--- config.mk ---
export PLATFORM = sky130hd
export DESIGN_NAME = hood_mode_controller
export DESIGN_NICKNAME = d
export VERILOG_FILES = /design/src/rtl/hood_pkg.sv /design/src/rtl/hood_mode_controller_sec_tick_gen.sv /design/src/rtl/hood_mode_controller.sv
export SDC_FILE = /design/constraint.sdc
export NUM_CORES = 1
export LEC_CHECK = 0
export BUFFER_PORTS_ARGS = -buffer_cell sky130_fd_sc_hd__buf_4
export CAP_MARGIN = 15
export CORE_UTILIZATION = 40
export DETAILED_ROUTE_END_ITERATION = 12
export PLACE_DENSITY = 0.57
export SETUP_SLACK_MARGIN = 0.15
export SYNTH_ARGS = -nofsm -noshare
export SYNTH_HDL_FRONTEND = slang
export SYNTH_SLANG_ARGS = --single-unit
--- constraint.sdc ---
create_clock -name clk -period 5.2 [get_ports clk]
set_clock_uncertainty 0.05 [all_clocks]
set_input_delay 0 -clock clk [delete_from_list [all_inputs] [get_ports clk]]
set_output_delay 0 -clock clk [all_outputs]
set_load 0.1 [all_outputs]
--- src/rtl/hood_pkg.sv ---
// Shared definitions for the range-hood fan sequencer and display blocks.
// State encodings, fan level constants, default durations and helpers.
package hood_pkg;

    typedef enum logic [2:0] {
        ST_OFF       = 3'd0,
        ST_STANDBY   = 3'd1,
        ST_MENU      = 3'd2,
        ST_LEVEL1    = 3'd3,
        ST_LEVEL2    = 3'd4,
        ST_HURRICANE = 3'd5,
        ST_COOLDOWN  = 3'd6,
        ST_CLEAN     = 3'd7
    } hood_state_t;

    localparam logic [1:0] FAN_OFF       = 2'd0;
    localparam logic [1:0] FAN_L1        = 2'd1;
    localparam logic [1:0] FAN_L2        = 2'd2;
    localparam logic [1:0] FAN_HURRICANE = 2'd3;

    localparam int DEF_CLK_FREQ      = 100_000_000;
    localparam int DEF_HURRICANE_SEC = 60;
    localparam int DEF_CLEAN_SEC     = 180;

    function automatic logic [1:0] fan_for(hood_state_t s);
        logic [1:0] f;
        f = FAN_OFF;
        case (s)
            ST_LEVEL1:    f = FAN_L1;
            ST_LEVEL2:    f = FAN_L2;
            ST_COOLDOWN:  f = FAN_L2;
            ST_HURRICANE: f = FAN_HURRICANE;
            default:      f = FAN_OFF;
        endcase
        return f;
    endfunction

endpackage

--- src/rtl/hood_mode_controller_sec_tick_gen.sv ---
// One-second tick prescaler: counts 0..CLK_FREQ-1, tick high at the top.
// Ports: clk, reset (async, active-low), clear (sync restart), tick.
module sec_tick_gen #(
    parameter int CLK_FREQ = 100_000_000
) (
    input  logic clk,
    input  logic reset,
    input  logic clear,
    output logic tick
);

    localparam int W = (CLK_FREQ > 1) ? $clog2(CLK_FREQ) : 1;
    localparam logic [W-1:0] LAST = W'(CLK_FREQ - 1);

    logic [W-1:0] cnt;

    assign tick = (cnt == LAST);

    always_ff @(posedge clk or negedge reset) begin
        if (!reset) begin
            cnt <= '0;
        end else if (clear || tick) begin
            cnt <= '0;
        end else begin
            cnt <= cnt + 1'b1;
        end
    end

endmodule

--- src/rtl/hood_mode_controller.sv ---
// Range-hood fan mode sequencer with hurricane, cooldown and self-clean timers.
// Ports: clk, reset (async low), power_on, key_* pulses; fan_level, mode,
//        remaining_sec, hurricane_used, clean_active (all registered).
module hood_mode_controller
    import hood_pkg::*;
#(
    parameter int CLK_FREQ      = DEF_CLK_FREQ,
    parameter int HURRICANE_SEC = DEF_HURRICANE_SEC,
    parameter int CLEAN_SEC     = DEF_CLEAN_SEC
) (
    input  logic       clk,
    input  logic       reset,
    input  logic       power_on,
    input  logic       key_menu,
    input  logic       key_l1,
    input  logic       key_l2,
    input  logic       key_l3,
    input  logic       key_clean,
    output logic [1:0] fan_level,
    output logic [2:0] mode,
    output logic [7:0] remaining_sec,
    output logic       hurricane_used,
    output logic       clean_active
);

    localparam logic [7:0] HUR_LOAD   = 8'(HURRICANE_SEC);
    localparam logic [7:0] CLEAN_LOAD = 8'(CLEAN_SEC);

    hood_state_t state, state_nx;
    logic [7:0]  rem_nx;
    logic        used_nx;
    logic        clear;
    logic        tick;
    logic        last_tick;

    sec_tick_gen #(
        .CLK_FREQ(CLK_FREQ)
    ) u_tick (
        .clk  (clk),
        .reset(reset),
        .clear(clear),
        .tick (tick)
    );

    // The tick that takes the count from 1 to 0 also performs the exit.
    assign last_tick = tick && (remaining_sec <= 8'd1);

    always_comb begin
        state_nx = state;
        rem_nx   = remaining_sec;
        used_nx  = hurricane_used;
        clear    = 1'b0;
        if (!power_on) begin
            state_nx = ST_OFF;
            rem_nx   = 8'd0;
            used_nx  = 1'b0;
            clear    = 1'b1;
        end else begin
            case (state)
                ST_OFF: state_nx = ST_STANDBY;
                ST_STANDBY: begin
                    if (key_menu) state_nx = ST_MENU;
                end
                ST_MENU: begin
                    if (key_menu) begin
                        state_nx = ST_STANDBY;
                    end else if (key_l3 && !hurricane_used) begin
                        state_nx = ST_HURRICANE;
                        rem_nx   = HUR_LOAD;
                        used_nx  = 1'b1;
                        clear    = 1'b1;
                    end else if (key_l2) begin
                        state_nx = ST_LEVEL2;
                    end else if (key_l1) begin
                        state_nx = ST_LEVEL1;
                    end else if (key_clean) begin
                        state_nx = ST_CLEAN;
                        rem_nx   = CLEAN_LOAD;
                        clear    = 1'b1;
                    end
                end
                ST_LEVEL1: begin
                    if (key_menu)    state_nx = ST_STANDBY;
                    else if (key_l2) state_nx = ST_LEVEL2;
                end
                ST_LEVEL2: begin
                    if (key_menu)    state_nx = ST_STANDBY;
                    else if (key_l1) state_nx = ST_LEVEL1;
                end
                ST_HURRICANE: begin
                    // Expiry beats a coincident menu key.
                    if (last_tick) begin
                        state_nx = ST_LEVEL2;
                        rem_nx   = 8'd0;
                    end else if (key_menu) begin
                        state_nx = ST_COOLDOWN;
                        rem_nx   = HUR_LOAD;
                        clear    = 1'b1;
                    end else if (tick) begin
                        rem_nx = remaining_sec - 8'd1;
                    end
                end
                ST_COOLDOWN, ST_CLEAN: begin
                    if (last_tick) begin
                        state_nx = ST_STANDBY;
                        rem_nx   = 8'd0;
                    end else if (tick) begin
                        rem_nx = remaining_sec - 8'd1;
                    end
                end
                default: state_nx = ST_OFF;
            endcase
        end
    end

    always_ff @(posedge clk or negedge reset) begin
        if (!reset) begin
            state          <= ST_OFF;
            remaining_sec  <= 8'd0;
            hurricane_used <= 1'b0;
            fan_level      <= FAN_OFF;
            clean_active   <= 1'b0;
        end else begin
            state          <= state_nx;
            remaining_sec  <= rem_nx;
            hurricane_used <= used_nx;
            fan_level      <= fan_for(state_nx);
            clean_active   <= (state_nx == ST_CLEAN);
        end
    end

    assign mode = state;

endmodule
==> parameters.txt, run 1 <==
Parameter                              Value

Outcome
  Status ... finished, final reports clean

Routing
  Post-route antenna net violation count ... 0
  Iteration count of the initial detailed-routing pass ... 4
  Number of DRC markers in iteration 0 ... about 260
  Number of remaining DRC errors ... 0
  Routed vias ... 2008
  Average via count per standard cell ... ~5.4
  Aggregate routed wire length ... around 5300 um
  Per-cell routed wire length ... 14.2 um

Clock network
  Clock root buffer master ... sky130_fd_sc_hd__clkbuf_8
  Maximum root-to-sink buffer count ... 2
  # H-tree levels ... 2
  Clock tree from TritonCTS ... built
  Post-CTS Repair Setup Buffers ... 0
  Worst-path clk slew ... 0.08 ns
  Clock insertion delay at the later pin of the skew report ... about 0.28 ns
  Number of sinks on the clock net ... 42
  CTS Buf Count ... 5

STA
  Max Freq ... 0.340 GHz
  Headroom to the max-slew limit ... 45.3%
  Transition at the pin with the smallest max-transition slack ... around 0.8 ns
  Worst hold slack after final layout ... 0.125 ns
  Setup-failing EPs final ... 0
  RSZ-0062 raised after global routing ... no
  Final worst-path cycle share ... between 50% and 60%
  Final count of hold timing violations ... 0
  Final number of max-transition violations ... 0
  Total negative setup slack ... 0 ns
  Final Worst Setup Slack ... around 2.3 ns
  Final critical-path required period ... 2.94 ns

Setup path
  Longest individual stage delay on the worst path ... between 0.6 and 0.7 ns
  Arr. time, crit path ... approximately 3.1 ns
  Slack of the worst reg-to-reg path ... around 2.3 ns
  Required time of the critical path ... 5.33 ns
  R2R Path Start ... remaining_sec[3]
  Critical path launch point type ... flop
  List of cells traversed by the critical path ... or4_4 > or4_1 > nor4_4 > o21bai_1 > nand2b_1 > a32o_1
  Beginning of the critical path ... remaining_sec[3]
  Capturing element of the worst setup path ... remaining_sec[4]
  Slowest library cell on the worst path ... sky130_fd_sc_hd__or4_1
  RR Endpoint ... remaining_sec[4]
  Crit. End Element ... flop
  Reg2Reg Depth ... 6
  Worst setup path category ... reg2reg
  Highest fanout seen on the critical path ... 8

Logic synthesis
  Count of state elements after synthesis ... 42
  Ranking of synthesized cells by area ... sky130_fd_sc_hd__dfrtp_1 42%, sky130_fd_sc_hd__nor2_1 6.7%, sky130_fd_sc_hd__xor2_1 4.9%
  YS warnings ... 0
  Gate count after technology mapping ... 280
  Netlist Area Pre-Place ... ~2500 um2
  Synthesized netlist net count ... 291
  Fraction of registers with async set or reset after synthesis ... 100%
  Mapped Avg Cell Area ... around 9 um2
  Primary flip-flop cell chosen by synthesis mapping ... sky130_fd_sc_hd__dfrtp_1
  Sequential area share after synthesis ... ~42%
  Number of synthesized flops with an enable pin ... 0
  Cell variety after synth ... 48
  Post-synthesis cell type with the largest combined area ... sky130_fd_sc_hd__dfrtp_1
  Area share of the largest cell type after synthesis ... 42.4%

Cells and area
  Share of cells above drive strength 1 ... between 10% and 20%
  Commonest non-fill, non-tap cell in the layout ... sky130_fd_sc_hd__nor2_1
  Area of all placed cells without fillers ... 2830 um2
  Layout-stage area growth over the synthesis result ... 14.0%
  Filler Cells Inserted ... 599
  Final standard cell utilization of the core ... a little under half
  Number of standard cells in the final layout excluding fillers ... 375
  Area taken by multi-input logic gates ... between 1000 and 1500 um2
  Count of inserted antenna diode cells ... 0
  FF+latch area ... between 1000 and 1500 um2
  Highest-count cells in the layout ignoring fill and taps ... 44 x sky130_fd_sc_hd__nor2_1, 42 x sky130_fd_sc_hd__dfrtp_1, 22 x sky130_fd_sc_hd__buf_4
  Final-stage net count ... 310

Die
  Die boundary width ... 80.7 um
  Die Height ... 80.7 um
  Initial standard-cell utilization of the core ... 41.6%
  # IOs ... 23
  Placeable Area ... 5960 um2
  Core Rows ... 28
  Floorplan die area ... 6520 um2

Global route
  Maximum number of pins on one net before global-route repair ... 43
  Overall track demand over capacity in global routing ... 18.0%
  Number of global-route vias before repair ... 1883
  Number of antenna violations at the first check in global routing ... 0
  Global route total overflow ... 0
  Wire length of the first global-routing pass ... ~9200 um

Power and ir drop
  Power density normalized to cell area ... 243 nW/um2
  Leakage power ... between 1 and 1.5 nW
  Peak VDD IR ... about 0.28 mV
  Overall power of the completed layout ... 688 uW

Placement
  Inst Count DP ... approximately 360
  Number of input and output port buffers inserted ... 22
  Dpl cell area ... 2690 um2
  Routability Congestion ... 0.836
  Setup slack at placement ... between 2 and 2.5 ns
  DP Wirelength ... ~3800 um

Worst hold path
  Worst Hold Depth ... 4
  Class of the worst hold path ... in2reg

Job
  Max Cap Violations ... 0
[Yosys cell counts (7+ instances only)]
cell type and instances:
sky130_fd_sc_hd__nand2_1 19, sky130_fd_sc_hd__clkbuf_1 11, sky130_fd_sc_hd__xor2_1 14, sky130_fd_sc_hd__nand3_1 17, sky130_fd_sc_hd__nor3_1 7, sky130_fd_sc_hd__nand4_1 10, sky130_fd_sc_hd__nor2_1 44, sky130_fd_sc_hd__inv_1 10
sky130_fd_sc_hd__o21ai_0 13, sky130_fd_sc_hd__dfrtp_1 42, sky130_fd_sc_hd__xnor2_1 12, sky130_fd_sc_hd__a21oi_1 9
[cells by family after synthesis]
kind of cell	count (synthesis)	share of synthesized area, %
adders and majority gates	3	1.51
DFF	42	42.4
buffers and inverters	23	3.58
and+or+nand+nor	138	30.2
AOI/OAI and AO/OA	48	13.1
xor gates and xnor gates	26	9.19
[timing repair]
item	CTS	global route
endpoints found under the hold margin	48	0
gates resized for setup	0	0
hold buffers	3	0
[power by group]
group	internal [mW]	leakage (nW)	switching [mW]	total [mW]
sequential	0.332	0.582	0.0116	0.344
clock	0.134	0.0575	0.112	0.246
combinational	0.0304	0.564	0.0680	0.0984
total	0.497	1.20	0.191	0.688
[worst max-delay path, delay by kind of cell, from the launching register on]
kind             cells  cell delay (ns)
flip-flops           1             0.44
AND/OR/NAND/NOR      4             1.94
AO/OA/AOI/OAI        2             0.39
[registers in the layout, indices dropped and copies added (netlist names)]
signal and count:
hurricane_used 1, u_tick.cnt 27, clean_active 1, mode 3
remaining_sec 8, fan_level 2
[worst min path at each step]
| stage | startpoint | to |
|---|---|---|
| finish | key_menu | hurricane_used |
| global route | key_menu | hurricane_used |
| CTS | key_menu | hurricane_used |
| detailed placement | reset | u_tick.cnt[13] |
| global placement | reset | u_tick.cnt[13] |
| floorplan | reset | clean_active |
[layer usage]
metal | vias to the layer above | wire [um] | part of all wire, % | track usage, %
met1 | 934 | 2840 | 53 | 27.0
met3 | 4 | 152 | 2.9 | 3.18
met5 | - | 0 | 0 | 0
met4 | 0 | 32 | 0.60 | 3.75
met2 | 38 | 2310 | 43 | 26.9
li1 | 1032 | - | - | -
[layout make-up]
type	count	share of cell area (%)
Tap cell	75	3.32
Sequential cell	42	37.2
Timing Repair Buffer	25	6.91
Multi-Input combinational cell	215	47.4
Clock buffer	8	3.90
Inverter	10	1.33
No activity file was read; power rests on OpenSTA's default activity.
==> run 2: changes to the inputs <==
- PLACE_DENSITY: 0.57 -> 0.6
- clock period: 5.2 -> 2.6 ns (I/O delays scaled with it)
==> run 2 against run 1 <==
Sequential share of layout area down 0.97 points. Critical path depth is 1 higher. Power increased by 96%. Register-to-register slack got worse by 2.1 ns. Sequential cell count unchanged.
==> parameters.txt, run 2 (synthesis gave the netlist of run 1 again) <==
Parameter                              Value

Setup path
  Highest fanout seen on the critical path ... 7 (-1)
  Worst setup path category ... reg2reg
  Critical path launch point type ... flop
  Required time of the critical path ... 2.74 ns (-2.59 ns)
  List of cells traversed by the critical path ... or4_4 > or4_4 > nor4_4 > buf_6 > o211ai_1 > nand2b_1 > o21ba_2
  Longest individual stage delay on the worst path ... 0.52 ns (-0.11 ns)
  Arr. time, crit path ... 2.57 ns (-0.50 ns)
  Slowest library cell on the worst path ... sky130_fd_sc_hd__or4_4
  Crit. End Element ... flop
  Worst path most repeated cell ... sky130_fd_sc_hd__or4_4

Power and ir drop
  Power density normalized to cell area ... 457 nW/um2 (+88%)
  Leakage power ... 1.25 nW (+3.6%)
  Peak VDD IR ... 0.316 mV (+11%)
  Overall power of the completed layout ... 1.35 mW (+96%)

Global route
  Number of antenna violations at the first check in global routing ... 0 (unchanged)
  Maximum number of pins on one net before global-route repair ... 43 (unchanged)
  Number of global-route vias before repair ... 2096 (+11%)
  Overall track demand over capacity in global routing ... 19.2% (+1.2 points)
  Global route total overflow ... 0 (unchanged)
  Wire length of the first global-routing pass ... 9680 um (+5.3%)

Worst hold path
  Class of the worst hold path ... in2reg

Cells and area
  Most flops, register ... u_tick.cnt
  Final-stage net count ... 318 (+2.6%)
  Number of flip-flops under the largest register name ... 27 (unchanged)
  Highest-count cells in the layout ignoring fill and taps ... 44 x sky130_fd_sc_hd__nor2_1, 35 x sky130_fd_sc_hd__dfrtp_1, 27 x sky130_fd_sc_hd__buf_4
  Layout-stage area growth over the synthesis result ... 18.6%
  Share of cells above drive strength 1 ... 20.1% (+5.8 points)
  Count of inserted antenna diode cells ... 0 (unchanged)
  Commonest non-fill, non-tap cell in the layout ... sky130_fd_sc_hd__nor2_1
  Filler Cells Inserted ... 594 (-0.83%)

STA
  Final count of hold timing violations ... 0 (unchanged)
  Final critical-path required period ... 2.43 ns (-0.516 ns)
  Total negative setup slack ... 0 ns (unchanged)
  Setup-failing EPs final ... 0 (unchanged)
  Max Freq ... 0.412 GHz (+21%)
  Transition at the pin with the smallest max-transition slack ... 0.543 ns (-0.271 ns)
  Final number of max-transition violations ... 0 (unchanged)
  Headroom to the max-slew limit ... 63.8% (+19 points)
  RSZ-0062 raised after global routing ... yes
  Final worst-path cycle share ... 93.4% (+37 points)

Placement
  Number of input and output port buffers inserted ... 22 (unchanged)
  DP Wirelength ... 3840 um (+2.3%)
  Routability Congestion ... 0.851 (+1.7%)

Die
  # IOs ... 23 (unchanged)
  Floorplan die area ... 6520 um2 (unchanged)
  Core Rows ... 28 (unchanged)
  Die Height ... 80.7 um (unchanged)
  Placeable Area ... 5960 um2 (unchanged)
  Die boundary width ... 80.7 um (unchanged)
  Initial standard-cell utilization of the core ... 41.6% (unchanged)

Clock network
  Clock root buffer master ... sky130_fd_sc_hd__clkbuf_8
  Number of sinks on the clock net ... 42 (unchanged)
  Clock insertion delay at the later pin of the skew report ... 0.30 ns (+0.02 ns)
  CTS Buf Count ... 5 (unchanged)
  Maximum root-to-sink buffer count ... 2 (unchanged)
  Clock tree from TritonCTS ... built
  # H-tree levels ... 2 (unchanged)
  Worst-path clk slew ... 0.09 ns (about the same)

Routing
  Number of DRC markers in iteration 0 ... 90 (-66%)
  Per-cell routed wire length ... 14.6 um (+2.7%)
  Routed vias ... 2146 (+6.9%)
  Number of remaining DRC errors ... 0 (unchanged)
  Average via count per standard cell ... 5.60 (+4.6%)
  Post-route antenna net violation count ... 0 (unchanged)
  Iteration count of the initial detailed-routing pass ... 4 (unchanged)
  Aggregate routed wire length ... 5590 um (+4.9%)

Job
  Max Cap Violations ... 0 (unchanged)

Outcome
  Status ... finished, final reports clean
## run 2: cell type report
type                            instances  area [um2]  share of cell area [%]
Multi-Input combinational cell        215        1380                    46.9
Sequential cell                        42        1060                    36.2
Timing Repair Buffer                   33         275                    9.36
Tap cell                               75        93.8                    3.19
Clock buffer                            7        86.3                    2.94
Inverter                               10        37.5                    1.28
Clock inverter                          1        5.00                   0.170
## run 2: per-stage QoR
stage / hold WS [ns] / utilization, % / cell area, um2 / worst slack [ns] / std cells
floorplan: -0.346 / - / 2510 / -0.0848 / 280
global placement: -0.0222 / 46.2 / 2750 / 0.0417 / 368
global route: 0.152 / 49.4 / 2940 / 0.0727 / 383
CTS: 0.0967 / 49.2 / 2930 / 0.0293 / 383
finish: 0.123 / 49.4 / 2940 / 0.172 / 383
detailed placement: -0.0186 / 46.2 / 2750 / 0.00219 / 368
## run 2: layer usage
layer  vias to the layer above  routed length, um  GRT usage, %
li1                       1046                  -             -
met1                      1041               2600          25.1
met2                        48               2730          32.1
met3                        11                192          3.41
met4                         0                 72          5.89
met5                         -                  0             0
## run 2: path summary, 6_finish.rpt
check | from | to | cells after the start | slack, ns
min in group asynchronous | reset | mode[2] | 2 | 0.17
max in group asynchronous | reset | remaining_sec[3] | 2 | 1.90
worst min-delay path | key_menu | hurricane_used | 4 | 0.12
worst min register to register | u_tick.cnt[0] | u_tick.cnt[0] | 1 | 0.46
worst max-delay path | remaining_sec[5] | fan_level[1] | 7 | 0.17
worst max register to register | remaining_sec[5] | fan_level[1] | 7 | 0.17
## run 2: worst max-delay path, delay by kind of cell, from the launching register on
kind	cells	cell delay (ns)
flops	1	0.49
buf+inv	1	0.18
simple gates	4	1.31
compound gates	2	0.29
## run 2: what timing repair did
| action | CTS | global route |
|---|---|---|
| pin swaps | 4 | 4 |
| gates resized for setup | 5 | 3 |
| endpoints found under the hold margin | 48 | 0 |
| buffers inserted | 4 | 0 |
| hold buffers | 3 | 0 |
| setup endpoints to repair | 8 | 13 |
## run 2: power breakdown
part / total (mW) / internal, mW / leakage [nW] / switching, mW
combinational: 0.215 / 0.0740 / 0.628 / 0.141
sequential: 0.689 / 0.665 / 0.569 / 0.0241
clock: 0.441 / 0.215 / 0.0482 / 0.226
